<file path="config.mk">
export PLATFORM = sky130hd
export DESIGN_NAME = uart_tx_fifo
export DESIGN_NICKNAME = d
export VERILOG_FILES = /design/src/rtl/uart_tx_fifo.sv
export SDC_FILE = /design/constraint.sdc
export NUM_CORES = 1
export LEC_CHECK = 0
export ABC_AREA = 1
export CORE_UTILIZATION = 35
export CTS_CLUSTER_DIAMETER = 120
export DETAILED_ROUTE_END_ITERATION = 8
export SLEW_MARGIN = 20
export SYNTH_ARGS = -nofsm -noshare
export SYNTH_HDL_FRONTEND = slang
export SYNTH_SLANG_ARGS = --single-unit
</file>
<file path="constraint.sdc">
create_clock -name sysclk_in -period 1.4 [get_ports sysclk_in]
set_input_delay 0.14 -clock sysclk_in [delete_from_list [all_inputs] [get_ports sysclk_in]]
set_output_delay 0.14 -clock sysclk_in [all_outputs]
set_load 0.02 [all_outputs]
</file>
<file path="src/rtl/uart_tx_fifo.sv">
// uart_tx_fifo
// Transmit byte buffer that sits directly in front of uart_tx. Bytes written on
// the system side are queued in a circular FIFO. They are launched one at a time
// into the serializer through its data_rdy / tx_busy / tx_done handshake.
//
// Ports
//   sysclk_in     system clock (shared with uart_tx)
//   rst_in        synchronous active-high reset
//   wr_en_in      write strobe, one byte per cycle
//   wr_data_in    byte to queue
//   full_out      FIFO holds DEPTH entries
//   empty_out     FIFO holds no entries
//   count_out     current occupancy
//   overflow_out  one-cycle pulse when a write is dropped
//   tx_idle_out   FIFO empty and no byte in flight
//   tx_data_out   byte presented to uart_tx
//   data_rdy_out  one-cycle launch pulse to uart_tx
//   tx_busy_in    uart_tx busy
//   tx_done_in    uart_tx finished a byte
module uart_tx_fifo #(
  parameter int DATA_BITS = 8,
  parameter int DEPTH     = 16
) (
  input  logic                       sysclk_in,
  input  logic                       rst_in,
  input  logic                       wr_en_in,
  input  logic [DATA_BITS-1:0]       wr_data_in,
  output logic                       full_out,
  output logic                       empty_out,
  output logic [$clog2(DEPTH):0]     count_out,
  output logic                       overflow_out,
  output logic                       tx_idle_out,
  output logic [DATA_BITS-1:0]       tx_data_out,
  output logic                       data_rdy_out,
  input  logic                       tx_busy_in,
  input  logic                       tx_done_in
);

  localparam int AW = $clog2(DEPTH);
  localparam int CW = AW + 1;

  typedef enum logic [1:0] {
    IDLE      = 2'b00,
    WAIT_BUSY = 2'b01,
    WAIT_DONE = 2'b10
  } state_t;

  logic [DATA_BITS-1:0] mem_q [DEPTH];
  logic [AW-1:0]        wr_ptr_q, wr_ptr_d;
  logic [AW-1:0]        rd_ptr_q, rd_ptr_d;
  logic [CW-1:0]        count_q, count_d;
  logic                 full_q, full_d;
  logic                 empty_q, empty_d;
  logic                 overflow_q, overflow_d;
  logic                 idle_q, idle_d;
  logic [DATA_BITS-1:0] tx_data_q, tx_data_d;
  logic                 rdy_q, rdy_d;
  state_t               state_q, state_d;
  logic                 wr_acc_s;
  logic                 pop_s;

  // Write acceptance uses the registered full flag, so a pop in the same
  // cycle never rescues a write that arrives while full.
  assign wr_acc_s = wr_en_in && !full_q;
  assign pop_s    = (state_q == IDLE) && !empty_q && !tx_busy_in;

  // Handshake FSM, pointers, occupancy and flags: next-state logic.
  always_comb begin
    state_d    = state_q;
    tx_data_d  = tx_data_q;
    rdy_d      = 1'b0;
    rd_ptr_d   = rd_ptr_q;
    wr_ptr_d   = wr_ptr_q;
    count_d    = count_q;
    overflow_d = wr_en_in && full_q;

    case (state_q)
      IDLE: begin
        if (pop_s) begin
          tx_data_d = mem_q[rd_ptr_q];
          rdy_d     = 1'b1;
          rd_ptr_d  = rd_ptr_q + AW'(1);
          state_d   = WAIT_BUSY;
        end else begin
          state_d   = IDLE;
        end
      end
      // uart_tx raises busy one edge after sampling data_rdy; wait it out.
      WAIT_BUSY: begin
        if (tx_busy_in) begin
          state_d = WAIT_DONE;
        end else begin
          state_d = WAIT_BUSY;
        end
      end
      WAIT_DONE: begin
        if (tx_done_in) begin
          state_d = IDLE;
        end else begin
          state_d = WAIT_DONE;
        end
      end
      default: begin
        state_d = IDLE;
      end
    endcase

    if (wr_acc_s) begin
      wr_ptr_d = wr_ptr_q + AW'(1);
    end else begin
      wr_ptr_d = wr_ptr_q;
    end

    if (wr_acc_s && !pop_s) begin
      count_d = count_q + CW'(1);
    end else if (!wr_acc_s && pop_s) begin
      count_d = count_q - CW'(1);
    end else begin
      count_d = count_q;
    end

    full_d  = (count_d == CW'(DEPTH));
    empty_d = (count_d == CW'(0));
    idle_d  = empty_d && (state_d == IDLE);
  end

  // State and output registers.
  always_ff @(posedge sysclk_in) begin
    if (rst_in) begin
      state_q    <= IDLE;
      wr_ptr_q   <= '0;
      rd_ptr_q   <= '0;
      count_q    <= '0;
      full_q     <= 1'b0;
      empty_q    <= 1'b1;
      overflow_q <= 1'b0;
      idle_q     <= 1'b1;
      tx_data_q  <= '0;
      rdy_q      <= 1'b0;
    end else begin
      state_q    <= state_d;
      wr_ptr_q   <= wr_ptr_d;
      rd_ptr_q   <= rd_ptr_d;
      count_q    <= count_d;
      full_q     <= full_d;
      empty_q    <= empty_d;
      overflow_q <= overflow_d;
      idle_q     <= idle_d;
      tx_data_q  <= tx_data_d;
      rdy_q      <= rdy_d;
    end
  end

  // Storage array; contents need no reset because the pointers and count do.
  always_ff @(posedge sysclk_in) begin
    if (wr_acc_s) begin
      mem_q[wr_ptr_q] <= wr_data_in;
    end
  end

  assign full_out     = full_q;
  assign empty_out    = empty_q;
  assign count_out    = count_q;
  assign overflow_out = overflow_q;
  assign tx_idle_out  = idle_q;
  assign tx_data_out  = tx_data_q;
  assign data_rdy_out = rdy_q;

endmodule

</file>
After elaboration in Yosys (flattened, before gate mapping):

Memory sizes are Yosys's and may differ from the RTL's. A register that Yosys moved wholly into a read port is not among the register bits.
Cells that the tools add are included.

* register bits: 20
* memory bits (writable): 128
* bits of input ports: 13
* output and inout port bits: 18
* memories kept: 1

* add/sub/neg operators: 4
* equality and inequality tests: 3
* muxes and demuxes: 9
* bitwise logic cells: 1
* reductions and logical operators: 17

Memories
* mem_q: depth 16, width 8, read ports 1, clocked after Yosys merged registers in 1, write ports 1, RTL line 48 `logic [DATA_BITS-1:0] mem_q [DEPTH];`

Operator list (number)
* two-way mux 5 bit: 2
* adder 4 x 1 -> 4 bit (second input constant): 2
* logical AND 1 bit: 7
* one-hot mux 2 bit (3 select lines): 1
* adder 5 x 1 -> 5 bit (second input constant): 1
* == test 5 bit (second input constant): 1
* zero test 1 bit: 5
* zero test 5 bit: 1
* subtractor 5 x 1 -> 5 bit (second input constant): 1
* zero test 2 bit: 2
* two-way mux 1 bit: 4
* two-way mux 2 bit: 2
* == test 2 x 1 -> 1 bit (second input constant): 1
* == test 2 bit (second input constant): 1
* AND reduction 2 bit: 1
* OR reduction 2 bit: 1
* NOT 1 bit: 1

Logic depth before layout (Yosys ltp):

Gate-level depths: netlist (run 1).

* depth after elaboration: 8
* depth in mapped cells: 12

Worst setup path after synthesis (run 1):

OpenSTA, ideal clock, no wires.

* path kind: reg2reg
* start: register full_q (netlist: full_out)
* end: memory mem_q[10][0], enable pin
* arrival: 1.150 ns
* data required time: 1.030 ns
* setup slack: -0.120 ns
* cell stages (with the launch flop): 6
* path buffers: 0
* path through: dfxtp_1 inv_1 nand2_2 inv_2 nand2_1 nor2_1

* longest elaborated chain between the ends: 4

RTL lines
* start: declaration: RTL line 52 `logic full_q, full_d;`
* start signal: assignment: RTL line 145 `full_q <= full_d;`
* zero test 1 bit: RTL line 64 `assign wr_acc_s = wr_en_in && !full_q;`
* logical AND 1 bit: RTL line 64
* two-way mux 1 bit: RTL line 156 `if (wr_acc_s) begin`
* two-way mux 1 bit (not written as such): RTL line 157 `mem_q[wr_ptr_q] <= wr_data_in;`
* end: declaration: RTL line 48

Every way passes these cells.

==> results of run 1 <==
[power groups by stage]
stage                     Sequential (mW)  Clock, mW  Combinational (mW)
after floorplan                      5.48          0                1.18
after global placement               5.38          0                2.11
after detailed placement             5.39          0                2.15
after CTS                            5.30       4.70                2.32
after global routing                 5.34       4.89                2.96
final                                5.32       4.64                2.70
[cells in the final DEF (no fill, tap or decap), types with 14 or more instances in the layout]
master,n
clkbuf_16,17
nand2_1,30
dlygate4sd2_1,17
inv_1,21
dfxtp_1,16
nor2_4,14
o21ai_0,48
nor2_2,20
edfxtp_1,128
buf_12,15
buf_4,42
o21ai_1,21
nand3_1,22
nor2_1,116
o211ai_1,32
[how the worst max path moves through the flow]
stage                                   to  slack [ns]  cells past startpoint
2_1_floorplan       mem_q[10][0]$_DFFE_PP_       -0.12                      5
3_3_place_gp         mem_q[1][3]$_DFFE_PP_       -0.32                      6
3_5_place_dp         mem_q[2][7]$_DFFE_PP_       -0.33                      6
4_1_cts        tx_data_out[6]$_SDFFE_PP0P_       -0.16                     10
5_1_grt        tx_data_out[7]$_SDFFE_PP0P_       -0.23                     11
6_report       tx_data_out[7]$_SDFFE_PP0P_       -0.15                     11
[synthesized netlist by cell type (all sizes together)]
| library cell | n |
|---|---|
| a21oi | 11 |
| buf | 18 |
| clkbuf | 11 |
| clkinv | 2 |
| dfxtp | 28 |
| edfxtp | 128 |
| ha | 7 |
| inv | 27 |
| nand2 | 49 |
| nand3 | 36 |
| nand3b | 2 |
| nand4 | 2 |
| nor2 | 150 |
| nor3 | 4 |
| o211ai | 32 |
| o21ai | 72 |
| or3 | 1 |
[routing by layer]
layer	wire [um]	part of all wire	vias up
met3	693	0.043	35
met5	0	0	-
met1	6593	0.41	2285
met2	8353	0.52	126
met4	475	0.029	0
li1	-	-	2223
[kinds of logic after synthesis]
kind of cell	after synthesis	synth area share
AO/OA/AOI/OAI	115	0.1014
AND/OR/NAND/NOR	244	0.1610
buffers and inverters	58	0.04296
adder cells (fa/ha/maj)	7	0.01354
flip-flops	156	0.6811
[cell type report]
class	count	area (um^2)
Clock buffer	18	429.2
Sequential cell	156	4432
Timing Repair inverter	1	8.758
Tap cell	229	286.5
Multi-Input combinational cell	366	2106
Timing Repair Buffer	99	1066
Inverter	29	131.4
Clock inverter	14	170.2
Fill cell	1570	9395
[repair_timing]
action | 4_1_cts | 5_1_grt
cloned | 2 | 1
pin swaps | 23 | 29
endpoints found under the setup margin | 114 | 146
buffers inserted | 2 | 7
resized for setup | 64 | 81
[through the flow]
step           instances  area [um^2]  TNS [ns]  setup slack, ns
2_1_floorplan        580         6479    -11.56          -0.1205
5_1_grt              912         8630    -2.074          -0.2322
3_3_place_gp         869         7503    -39.70          -0.3163
4_1_cts              905         8293    -2.273          -0.1556
3_5_place_dp         869         7503    -41.35          -0.3278
6_report             912         8630   -0.8661          -0.1467
[sequential cells by signal, summed over array words and instances (netlist names)]
name          flops
rd_ptr_q          4
state_q           2
overflow_out      1
tx_idle_out       1
data_rdy_out      1
full_out          1
empty_out         1
count_out         5
tx_data_out       8
wr_ptr_q          4
mem_q           128
[critical path, cell delays in order, from the launching register on]
cell and delay [ns]:
dfxtp_4 0.39, inv_8 0.06, buf_12 0.12, buf_16 0.14, nor2_4 0.07, nor2_1 0.04, o21ai_1 0.09, o211ai_1 0.17
nand3_1 0.17, nand3_2 0.09, nand2_1 0.06, inv_1 0.03
==> flow_summary.yaml, run 1 <==
job:
  cap_violations: 0
floorplan:
  core.rowCount: 49
  die_w_um: 137.9
  start_util: 0.3587
  ios: 31
  dieHeight_um: 137.9
  dieArea_um2: 19020
  design.core.area_um2: 18020
cts:
  cts_hold_buf: 0
  root_buffer: "clkbuf_16"
  clockBufferDepth: 2
  cts_inserted_buffers: 17
  clk_pin_slew_ns: 0.06
  clkSinkCount: 156
  htree_num_levels: 4
  clock_latency_ns: 0.43
  cts_tree: "yes"
placed_design:
  place_congestion: 0.8164
  dp_hpwl_um: 10380
  portBuffers: 30
power:
  ir_drop_mv: 0.9143
  p_int_mw: 9.138
  p_comb_frac: 0.213
  p_leak_nw: 3.066
  p_switching_mw: 3.529
  power_frac_seq: 0.420
  netSwitchingFraction: 0.2786
  finalPower_mw: 12.67
  clockPowerShare: 0.366
  power_density_nw_per_um2: 1468
global_route:
  grt_max_degree: 41
  gr-total-overflow: 0
  antenna_found_initial: 0
  track_usage: 0.1790
  use_met2: 0.3058
  met3_usage: 0.03509
  grt_pass1_vias: 4601
  busiest_layer: "met2"
  grt_pass1_wl_um: 24500
  met1_usage: 0.2151
routing:
  dr.pass1.iters: 5
  vias: 4669
  detail-route-antenna-nets: 0
  wl_per_cell_um: 17.67
  remaining_drc_errors: 0
  wl_um: 16120
  vias_per_cell: 5.120
  drt_iter0_markers: 408
critical_path:
  reg2reg_to: "tx_data_out[7]$_SDFFE_PP0P_"
  worstPathRequired_ns: 1.73
  worst_setup_path_end_kind: "flip-flop"
  reg2regPathDepth: 11
  rrSetupSlack_ns: -0.15
  start_kind: "flip-flop"
  crit_type: "reg2reg"
  r2r-start: "rd_ptr_q[0]$_SDFFE_PP0P_"
  worstPathArrival_ns: 1.87
  worstPathMaxFanout: 13
  critPathLaunch: "rd_ptr_q[0]$_SDFFE_PP0P_"
status:
  violations: "setup timing"
  status: "finished, violations left"
synth:
  synth_area_per_cell_um2: 11.15
  synth.top_cell.area_share: 0.5944
  syn-num-nets: 600
  yosys.area.top_type: "edfxtp_1"
  synth_area_um2: 6466
  syn_inst: 580
  ys_seq_area_frac: 0.6811
  ys_ff_latch: 156
  yosys-top-cells-area: "edfxtp_1 59%, dfxtp_1 8.7%, nor2_1 7.6%, o21ai_0 4.6%, o211ai_1 3.7%"
  ys_warn_count: 0
  synth_cell_types: 26
hold_path:
  min_from: "wr_data_in[0]"
  min_path_type: "in2reg"
  min_to: "mem_q[14][0]$_DFFE_PP_"
  hold_depth: 1
sta:
  timing.final.crit_share: 1.105
  clock_skew_ns: 0.01299
  rsz0062_at_grt: "yes"
  fin_crit_ns: 1.547
  tightest_slew_ns: 0.3093
  max_freq_ghz: 0.6465
  hold_viol: 0
  fin_ws_ns: -0.1467
  setup_viol: 11
  hold_slack_ns: 0.3948
  relSlewSlack: 0.7929
  slew_viol_final: 0
layout:
  layout-drive-gt1-share: 0.2811
  nets: 690
  antenna_cells: 0
  fin_util: 0.4788
  area_growth_pct: 33.46
(Power assumes the default switching activity.)
==> inputs of run 2 (changes only) <==
CELL_PAD_IN_SITES_DETAIL_PLACEMENT = 1   (was unset)
CELL_PAD_IN_SITES_GLOBAL_PLACEMENT = 2   (was unset)
PLACE_DENSITY_LB_ADDON = 0.1   (was unset)
==> run 2 against run 1 <==
- via count down 0.71%
- fmax grew 1.5%
- non-clock buffer count up 7
- clock power is 1% higher
- the run still ends with setup timing left
==> flow_summary.yaml, run 2 (synthesis results as in run 1) <==
cts:
  root_buffer: "clkbuf_16"
  cts_inserted_buffers: 17
  clockBufferDepth: 2
  clock_latency_ns: 0.43
  cts_tree: "yes"
  htree_num_levels: 4
  clkSinkCount: 156
  clk_pin_slew_ns: 0.06
sta:
  clock_skew_ns: 0.01378
  setup_viol: 9
  hold_viol: 0
  fin_crit_ns: 1.523
  rsz0062_at_grt: "yes"
  fin_ws_ns: -0.1232
  hold_slack_ns: 0.3453
  timing.final.crit_share: 1.088
  relSlewSlack: 0.7398
  slew_viol_final: 0
  tightest_slew_ns: 0.3878
  max_freq_ghz: 0.6565
global_route:
  grt_pass1_vias: 4716
  gr-total-overflow: 0
  grt_max_degree: 34
  met1_usage: 0.2699
  busiest_layer: "met2"
  track_usage: 0.2096
  antenna_found_initial: 0
  use_met2: 0.3592
  grt_pass1_wl_um: 27880
  met3_usage: 0.03216
critical_path:
  worstPathRequired_ns: 1.73
  crit_type: "reg2reg"
  worstPathMaxFanout: 6
  critical-path-max-stage-delay_ns: 0.40
  rrSetupSlack_ns: -0.12
  cp_cell_sequence: "inv_8 > buf_16 > buf_6 > nor2_2 > nor2_1 > o21ai_1 > o211ai_1 > nand3_2 > nand3_2 > nand2_1 > inv_1"
  worst_setup_path_end_kind: "flip-flop"
  worstPathArrival_ns: 1.85
  path_buf_inv: 4
  crit_top_cell: "nand3_2"
  start_kind: "flip-flop"
  slowest_stage: "dfxtp_4"
  critPathTopFamily: "flip-flops"
routing:
  detail-route-antenna-nets: 0
  wl_per_cell_um: 20.39
  dr.pass1.iters: 4
  wl_um: 18720
  vias: 4636
  vias_per_cell: 5.050
  drt_iter0_markers: 190
  remaining_drc_errors: 0
layout:
  multi_input_area_um2: 2111
  seq_area_um2: 4423
  layout-drive-gt1-share: 0.3004
  final_common_cell: "edfxtp_1"
  top_register: "mem_q"
  layout_common_cells: "128 x edfxtp_1, 113 x nor2_1, 55 x buf_4, 46 x o21ai_0, 35 x nand2_1"
  nets: 696
  fillers: 1933
  largest_reg_flops: 128
  stdcell_count: 918
  antenna_cells: 0
  area_growth_pct: 33.36
placed_design:
  dp.cells: 874
  portBuffers: 30
  dp_hpwl_um: 11930
  place_congestion: 0.7549
power:
  power_density_nw_per_um2: 1466
  ir_drop_mv: 0.8123
  p_leak_nw: 3.059
job:
  cap_violations: 0
floorplan:
  dieArea_um2: 19020
  ios: 31
  start_util: 0.3587
  die_w_um: 137.9
  core.rowCount: 49
  dieHeight_um: 137.9
  design.core.area_um2: 18020
hold_path:
  min_path_type: "in2reg"
status:
  status: "finished, violations left"
  violations: "setup timing"
[run 2: changes by cell type in the layout (fill, tap and decap cells not counted), sizes merged]
cell / before / now
buf: 69 / 76
clkinv: 11 / 7
clkinvlp: 1 / 4
clkbuf: 18 / 20
dlygate4sd2: 17 / 15
[run 2: final timing paths]
| kind | from | end | depth (start not counted) |
|---|---|---|---|
| max | rd_ptr_q[0]$_SDFFE_PP0P_ | tx_data_out[1]$_SDFFE_PP0P_ | 11 |
| min | wr_data_in[2] | mem_q[7][2]$_DFFE_PP_ | 1 |
| max reg2reg | rd_ptr_q[0]$_SDFFE_PP0P_ | tx_data_out[1]$_SDFFE_PP0P_ | 11 |
| min reg2reg | count_out[2]$_SDFF_PP0_ | count_out[2]$_SDFF_PP0_ | 2 |
[run 2: final cells by class]
| type | count | share of cell area |
|---|---|---|
| timing repair buffer | 106 | 0.1241 |
| multi-input combinational | 366 | 0.2448 |
| inverter | 29 | 0.01582 |
| clock inverter | 14 | 0.01944 |
| tap | 229 | 0.03323 |
| clock buffer | 18 | 0.04977 |
| sequential | 156 | 0.5129 |
[run 2: through the flow]
stage / area [um^2] / util / total power, mW / worst slack [ns] / setup TNS [ns]
global route: 8623 / 0.4784 / 13.19 / -0.2155 / -1.798
finish: 8623 / 0.4784 / 12.64 / -0.1232 / -0.8007
global placement: 7517 / 0.4170 / 7.532 / -0.3627 / -45.07
floorplan: 6479 / - / 6.664 / -0.1205 / -11.56
detailed placement: 7517 / 0.4170 / 7.611 / -0.4027 / -51.04
CTS: 8414 / 0.4668 / 12.61 / -0.1367 / -0.9084
[run 2: where the power goes]
group	switching, mW	total, mW	internal (mW)
registers	0.122	5.32	5.19
clock network	1.89	4.70	2.81
logic	1.55	2.63	1.08
total	3.56	12.6	9.08
[run 2: what timing repair did]
| item | CTS | global route |
|---|---|---|
| resized for setup | 87 | 61 |
| buffers inserted | 3 | 6 |
| setup endpoints to repair | 159 | 110 |
| hold buffers | 0 | 0 |
| gates cloned | 3 | 0 |
| pin swaps | 28 | 21 |
[run 2: metal layers]
metal	part of all wire	wire length (um)
met5	0	0
met4	0.018	343
met3	0.020	367
met2	0.50	9443
met1	0.46	8561
